File: src/rtl/approx_mult_pkg.sv
// Shared types and width helpers for the approximate-multiplier family.
// No logic; constant functions only, evaluated at elaboration.
// Imported by lod_enc and approx_lod_mult_seq.
package approx_mult_pkg;

  typedef enum logic [1:0] {
    ST_IDLE = 2'd0,
    ST_LOD  = 2'd1,
    ST_ACC  = 2'd2,
    ST_DONE = 2'd3
  } state_t;

  // Step counter must hold 0..K (K+1 accumulate steps) with headroom.
  function automatic int cnt_width(input int k);
    return $clog2(k + 2);
  endfunction

  // Bit-position width for a W-bit operand.
  function automatic int pos_width(input int w);
    return $clog2(w);
  endfunction

endpackage

File: src/rtl/lod_enc.sv
// Leading-one detector: W-bit vector -> index of highest set bit plus zero flag.
// Latency: combinational.
// Backpressure: none (pure function of the input).
module lod_enc
  import approx_mult_pkg::*;
#(
  parameter int W  = 8,
  parameter int PW = pos_width(W)
) (
  input  logic [W-1:0]  i_vec,
  output logic [PW-1:0] o_pos,
  output logic          o_zero
);

  // Scan upward so the highest set bit is the last one written.
  always_comb begin
    o_pos = '0;
    for (int i = 0; i < W; i++) begin
      if (i_vec[i]) o_pos = PW'(i);
    end
  end

  assign o_zero = ~|i_vec;

endmodule

File: src/rtl/approx_lod_mult_seq.sv
// Sequential approximate multiplier: keep K bits of b from its leading one, shift-add A.
// Latency: accept cycle, 1 LOD cycle, K+1 ACC cycles, then DONE (out_valid in cycle K+3).
// Backpressure: DONE holds p_o/trunc_o indefinitely while out_ready is low; in_ready only in IDLE.
module approx_lod_mult_seq
  import approx_mult_pkg::*;
#(
  parameter int W     = 8,
  parameter int K     = 5,
  parameter int ROUND = 0
) (
  input  logic           clk,
  input  logic           rst,
  input  logic           in_valid,
  output logic           in_ready,
  input  logic [W-1:0]   a_i,
  input  logic [W-1:0]   b_i,
  output logic           out_valid,
  input  logic           out_ready,
  output logic [2*W-1:0] p_o,
  output logic           trunc_o
);

  localparam int PW = pos_width(W);
  localparam int CW = cnt_width(K);
  localparam int AW = 2 * W;

  state_t          r_state;
  logic [W-1:0]    r_a;
  logic [W-1:0]    r_b;
  logic [PW-1:0]   r_p;
  logic [PW-1:0]   r_lo;
  logic            r_rbit;
  logic            r_trunc;
  logic            r_in_ready;
  logic            r_out_valid;
  logic [CW-1:0]   r_cnt;
  logic [AW-1:0]   r_acc;

  logic [PW-1:0]   w_pos;
  logic            w_zero;
  logic [PW-1:0]   w_lo;
  logic [W-1:0]    w_mask;
  logic            w_trunc;
  logic            w_rbit;
  logic [PW-1:0]   w_bitpos;
  logic [AW-1:0]   w_addend;
  logic            w_last;

  lod_enc #(.W(W), .PW(PW)) u_lod (
    .i_vec  (r_b),
    .o_pos  (w_pos),
    .o_zero (w_zero)
  );

  // Truncation window: lowest kept bit, dropped-bit flag and rounding bit.
  always_comb begin
    w_lo = '0;
    if (!w_zero && (int'(w_pos) >= K - 1)) w_lo = PW'(int'(w_pos) - K + 1);
    w_mask  = (W'(1) << w_lo) - W'(1);
    w_trunc = (w_lo != '0) && ((r_b & w_mask) != '0);
    w_rbit  = 1'b0;
    if (ROUND != 0) w_rbit = (w_lo != '0) && r_b[w_lo - PW'(1)];
  end

  // Partial product for the current step: one kept bit, or the rounding LSB on the last step.
  always_comb begin
    w_addend = '0;
    w_bitpos = '0;
    w_last   = (r_cnt == CW'(K));
    if (int'(r_cnt) < K) begin
      if (int'(r_p) - int'(r_cnt) >= int'(r_lo)) begin
        w_bitpos = r_p - PW'(r_cnt);
        if (r_b[w_bitpos]) w_addend = {{W{1'b0}}, r_a} << w_bitpos;
      end
    end else if (r_rbit) begin
      w_addend = {{W{1'b0}}, r_a} << r_lo;
    end
  end

  // Control FSM and datapath registers; all outputs come straight from flops.
  always_ff @(posedge clk) begin
    if (rst) begin
      r_state     <= ST_IDLE;
      r_in_ready  <= 1'b1;
      r_out_valid <= 1'b0;
      r_acc       <= '0;
      r_trunc     <= 1'b0;
      r_cnt       <= '0;
      r_a         <= '0;
      r_b         <= '0;
      r_p         <= '0;
      r_lo        <= '0;
      r_rbit      <= 1'b0;
    end else begin
      case (r_state)
        ST_IDLE: begin
          if (in_valid) begin
            r_a        <= a_i;
            r_b        <= b_i;
            r_acc      <= '0;
            r_trunc    <= 1'b0;
            r_in_ready <= 1'b0;
            r_state    <= ST_LOD;
          end
        end
        ST_LOD: begin
          r_p     <= w_pos;
          r_lo    <= w_lo;
          r_rbit  <= w_rbit;
          r_trunc <= w_trunc;
          r_cnt   <= '0;
          r_state <= ST_ACC;
        end
        ST_ACC: begin
          r_acc <= r_acc + w_addend;
          if (w_last) begin
            r_out_valid <= 1'b1;
            r_state     <= ST_DONE;
          end else begin
            r_cnt <= r_cnt + CW'(1);
          end
        end
        ST_DONE: begin
          if (out_ready) begin
            r_out_valid <= 1'b0;
            r_in_ready  <= 1'b1;
            r_state     <= ST_IDLE;
          end
        end
        default: r_state <= ST_IDLE;
      endcase
    end
  end

  assign in_ready  = r_in_ready;
  assign out_valid = r_out_valid;
  assign p_o       = r_acc;
  assign trunc_o   = r_trunc;

endmodule
File: config.mk
export PLATFORM = sky130hd
export DESIGN_NAME = approx_lod_mult_seq
export DESIGN_NICKNAME = d
export VERILOG_FILES = /design/src/rtl/approx_mult_pkg.sv /design/src/rtl/lod_enc.sv /design/src/rtl/approx_lod_mult_seq.sv
export SDC_FILE = /design/constraint.sdc
export NUM_CORES = 1
export LEC_CHECK = 0
export CORE_ASPECT_RATIO = 1.1
export CORE_MARGIN = 2
export CORE_UTILIZATION = 45
export CTS_BUF_LIST = sky130_fd_sc_hd__clkbuf_4
export DETAILED_ROUTE_END_ITERATION = 12
export DONT_BUFFER_PORTS = 1
export PLACE_DENSITY = 0.58
export SLEW_MARGIN = 20
export SYNTH_ARGS = -nofsm -noshare
export SYNTH_HDL_FRONTEND = slang
export SYNTH_SLANG_ARGS = --single-unit
export TNS_END_PERCENT = 100
File: constraint.sdc
create_clock -name clk -period 5.8 [get_ports clk]
set_clock_uncertainty 0.15 [all_clocks]
set_input_delay 0.87 -clock clk [delete_from_list [all_inputs] [get_ports clk]]
set_output_delay 0.87 -clock clk [all_outputs]
set_load 0.01 [all_outputs]
After elaboration in Yosys (flattened, before gate mapping) --
Cells that the tools add are included.
Storage, ports and cells: bits of input ports 20, logic and storage cells 78, output and inout port bits 19, register bits 46
Operators by class: mux-type cells 28, bitwise gates (word level) 1, shift operators 2, reduce and logical (&&, ||, !) cells 18, $lt $le $gt $ge 4, add/sub/neg operators 7, eq/ne operators 8
Operators by type and width (number):
- 16-bit two-way mux | 4
- 16-bit one-hot mux with 2 select lines | 1
- 3-bit two-way mux | 6
- 16-bit adder | 1
- 8-bit by 3-bit left shift with 16-bit output | 1
- 2-bit two-way mux | 5
- 2-bit nonzero test | 5
- 3-bit AND reduction | 3
- 8-bit AND | 1
- 2-bit inequality test (second input constant) | 4
- 2-bit one-hot mux with 4 select lines | 1
- 2-bit AND reduction | 4
- 8-bit nonzero test | 1
- 8-bit OR reduction | 1
- 1-bit by 3-bit left shift with 8-bit output (first input constant) | 1
- 8-bit by 2-bit subtractor with 8-bit output (second input constant) | 1
- 1-bit two-way mux | 6
- 1-bit one-hot mux with 2 select lines | 3
- 3-bit one-hot mux with 2 select lines | 1
- 2-bit equality test (second input constant) | 2
- 4-bit greater-or-equal comparator | 1
- 3-bit by 4-bit < comparator with 1-bit output (second input constant) | 1
- 3-bit by 3-bit subtractor with 4-bit output | 1
- 3-bit by 1-bit adder with 3-bit output (second input constant) | 1
- other kinds (11) | 12

Logic depth before layout (Yosys ltp) --
depth after elaboration 16, depth in mapped cells 19, gate-level depth less buffers 18

Cells and area by module --
A second synthesis with hierarchy kept.
Unflattened totals: cell total of the unflattened synthesis 386, area total of the unflattened synthesis 3158.0 um^2
By module, submodules not included:
- approx_lod_mult_seq | times used 1, area an instance 3090.5 um^2, cells each 375, sequential area each 920.9 um^2
- lod_enc | times used 1, area an instance 67.6 um^2, cells each 11, sequential area each 0.0 um^2

Worst setup path before layout --
No wires, ideal clock.
kind reg2reg, start register r_cnt[0], end register r_acc[12], in the netlist p_o[12], buffers on the path 1, path slack 1.384 ns, data required time 5.592 ns, arrival time 4.208 ns, cell stages (with the launch flop) 19, clock period less this slack 4.416 ns, setup time 0.058 ns, cell sequence dfxtp_1 ha_1 inv_1 fa_1 xor2_2 clkbuf_1 ha_1 nor2b_1 o2111ai_4 or2_1 nor3_2 ha_1 fa_1 a211oi_1 o21bai_1 o2111ai_1 a21oi_1 nor4b_1 a211o_1
Between the ends: cells in the longest elaborated chain, start to end 8, elaborated cells between the ends (all ways) 12, those cells by class add/sub: 3; order compare: 2; shift: 1; mux: 6
RTL lines:
- from (decl) | line approx_lod_mult_seq.sv:36 | logic [CW-1:0] r_cnt;
- from (signal assigned) | line approx_lod_mult_seq.sv:120 | r_cnt <= r_cnt + CW'(1);
- 3-bit subtractor | line approx_lod_mult_seq.sv:72 | w_bitpos = r_p - PW'(r_cnt);
- 1-bit binary-select mux with 3-bit select | line approx_lod_mult_seq.sv:73 | if (r_b[w_bitpos]) w_addend = {{W{1'b0}}, r_a} << w_bitpos;
- 1-bit two-way mux (implied by the code) | line approx_lod_mult_seq.sv:73
- 16-bit two-way mux | line approx_lod_mult_seq.sv:73
- 16-bit two-way mux | line approx_lod_mult_seq.sv:71 | if (int'(r_p) - int'(r_cnt) >= int'(r_lo)) begin
- 16-bit two-way mux (*) | line approx_lod_mult_seq.sv:70 | if (int'(r_cnt) < K) begin
- 16-bit adder (*) | line approx_lod_mult_seq.sv:115 | r_acc <= r_acc + w_addend;
- 16-bit one-hot mux with 2 select lines (*) | line approx_lod_mult_seq.sv:95 | case (r_state)
- to (signal assigned) | line approx_lod_mult_seq.sv:115
- to (decl) | line approx_lod_mult_seq.sv:37 | logic [AW-1:0] r_acc;
Mark *: on every way between the ends. The rest lies on a longest branch, timed or not. The select of a mux whose other input is x is not followed. A chain may end at the register's enable or synchronous reset.

Worst setup path after layout --
Ends and elaborated chain as after synthesis.

==> flow_metrics.tcl <==
set metrics [dict create \
    slowest_delay_ns 0.97 \
    path_clk_slew_ns 0.14 \
    path_common_cell "ha_1" \
    power.leakage_uw 0.00127 \
    grt_max_degree 41 \
    fin_util_pct 48.0 \
    place.gp.congestion 0.787 \
    rsz0062_at_grt "false" \
    yosysWarnings 0 \
    multi_input_area_mm2 0.00207 \
    wire_per_inst_um 14.8 \
    grt_pass1_wl_um 11500 \
    critPathTopFamily "adder cells" \
    synth.distinct_cells 50 \
    status "completed" \
    hold_slack_ns 0.316 \
    power_uw 946 \
    grt_remaining_overflow 0 \
    firstDrtPassIters 4 \
    drive_above_1_share_pct 4.19 \
    synth_edf_count 0 \
    drc 0 \
    wirelength_um 6840 \
    critPathRequiredTime_ns 5.97 \
    finalSetupViolations 0 \
    crit_path_start_kind "flip-flop" \
    critical_path_class "flip-flop to flip-flop" \
    worst_slew_pin_slew_ns 0.744 \
    dieWidth_um 83.2 \
    ant_nets 0 \
    ff_latch_area_um2 921 \
    syn_area_mm2 0.00311 \
    vias_per_cell 5.63 \
    combPwrFrac_pct 44.0 \
    cp_data_arrival_time_ns 5.01 \
    worstPathCellList "ha_1 > inv_1 > fa_1 > ha_1 > a21oi_1 > nor2b_1 > o2111ai_4 > or2_1 > nor3_2 > ha_1 > fa_1 > a211oi_1 > o21bai_1 > o2111ai_1 > a21oi_1 > nor4b_1 > a211o_1" \
    synth_adder_area_share_pct 12.6 \
    cts_setup_buffers 0 \
    pwr-share-clk_pct 15.5 \
    muxShareOfSynthArea_pct 6.36 \
    hp-class "flip-flop to flip-flop" \
    clock_latency_ns 0.36 \
    crit_fanout 19 \
    synth_xor_area_share_pct 3.62 \
    first_iter_violations 62 \
    synth-simple-area-share_pct 21.5 \
    fillCellCount 703 \
    clock.fmax_mhz 207 \
    track_usage_pct 18.3 \
    cts_root_buf "clkbuf_4" \
    synth_top_area_share_pct 29.6 \
    slew_violations 0 \
    async_flop_share_pct 0 \
    mostFrequentLayoutCells "54 x nand2_1, 50 x a21oi_1, 49 x nor2_1, 46 x dfxtp_1, 28 x ha_1" \
    seq_area_frac_synth_pct 29.6 \
    seqPwrFrac_pct 40.5 \
    dp_hpwl_um 5280 \
    numCtsBuffers 5 \
    p_per_area_mw_per_mm2 297 \
    maxSlewHeadroom_pct 50.3 \
    antenna_found_initial 0 \
    synth-compound-area-share_pct 22.5 \
    synth.ff_latch_count 46 \
    core.rowCount 31 \
    mappedNetlistNets 442 \
    min_period_over_period_pct 83.5 \
    synth_cells 392 \
    synth_top_family_by_area "compound AO/OA/AOI/OAI gates" \
    io_pins 39 \
    io_buffers 0 \
    die-area_mm2 0.00759 \
    num_antenna_cells 0 \
    holdBufCountCts 0 \
    ir_drop_v 0.000151 \
    end_kind "flip-flop" \
    p_sw_uw 393 \
    hold_violations 0 \
    synth.area.top_cells "dfxtp_1 30%, ha_1 11%, a21oi_1 8.1%" \
    final_common_cell "nand2_1" \
    swShare_pct 41.5 \
    syn_avg_cell_area_um2 7.93 \
    core_area_mm2 0.00663 \
    cts.sinks 46 \
    placedCellCount 457 \
    period_minus_slack_ns 4.84 \
    cts.path.max_buffers 2 \
    synthFlopType "dfxtp_1" \
    internal_power_uw 553 \
    vias 2612 \
    worst-path-buf-inv 1 \
    drv_cap 0 \
    slowest_stage "fa_1" \
    final_cells 464 \
    area_growth_pct 2.54 \
    htreeDepth 2 \
    grt_pass1_vias 2403 \
    cts_tree "built" \
    start_util_pct 46.8 \
    tns_ns 0 \
    yosys.area.top_type "dfxtp_1" \
    post_cts_resized 0 \
    nNetsFinal 432 \
    die_y_um 91.1 \
]
[cells by family (layout without fill, tap and decap cells)]
kind of cell,after synthesis,after routing
flops,46,46
buf+inv,30,20
xor+xnor,12,12
compound gates,110,110
fa+ha+maj,30,30
simple gates,146,146
mux,18,18
[cells in the mapped netlist, types with 3 or more instances]
master,n
clkbuf_1,9
nor2b_1,7
ha_1,28
a211oi_1,8
a22oi_1,9
inv_1,13
o211ai_1,3
o21bai_1,3
a21o_1,6
nand3_1,8
xnor2_1,5
o21ai_0,17
nand2b_1,8
buf_2,6
xor2_1,6
nand2_1,54
and2_1,3
nor2_1,49
dfxtp_1,46
mux2_2,4
a21oi_1,50
mux2i_1,13
[power groups by stage]
stage | logic, µW | registers [µW] | clock network (µW)
2_1_floorplan | 356 | 382 | 0
3_3_place_gp | 410 | 390 | 0
3_5_place_dp | 417 | 391 | 0
4_1_cts | 419 | 383 | 157
5_1_grt | 471 | 389 | 165
6_report | 416 | 383 | 146
[worst min-delay path: cells and delay by family, from the launching register on]
family                 cells  cell delay (ns)
buffers and inverters      1             0.07
AND/OR/NAND/NOR            1             0.05
flip-flops                 1             0.32
[per-stage QoR]
| stage | instance area, µm² | setup WS [ns] |
|---|---|---|
| 4_1_cts | 3190 | 0.935 |
| 3_5_place_dp | 3140 | 0.981 |
| 3_3_place_gp | 3140 | 1.09 |
| 5_1_grt | 3190 | 0.526 |
| 6_report | 3190 | 0.959 |
| 2_1_floorplan | 3110 | 1.38 |
[flip-flops by register name, summed over array words and instances, names as in the netlist, 2 cells and up]
register	count
r_cnt	3
r_state	2
r_a	8
r_b	8
p_o	16
r_lo	3
r_p	3
[layout make-up]
cell class                 instances  area share [%]
sequential                        46            28.9
tap                               82            3.22
inverter                          13            1.53
clock inverter                     2           0.314
multi-input combinational        316            64.8
clock buffer                       5            1.18
[final timing paths]
path,cells after the start,slack (ns),to,startpoint
setup / recovery,17,0.96,p_o[12],r_cnt[0]
hold / removal,2,0.32,r_lo[2],r_lo[2]
setup reg to reg,17,0.96,p_o[12],r_cnt[0]
hold reg to reg,2,0.32,r_lo[2],r_lo[2]
[routing by layer]
metal  part of all wire, %  vias up  global-route usage [%]
met2                    46       38                    31.0
met1                    49     1202                    23.9
li1                      -     1366                       -
met4                  0.98        0                    4.78
met3                   4.0        6                    3.45
met5                     0        -                       0
Note: power is estimated with default switching activity, not from simulation.
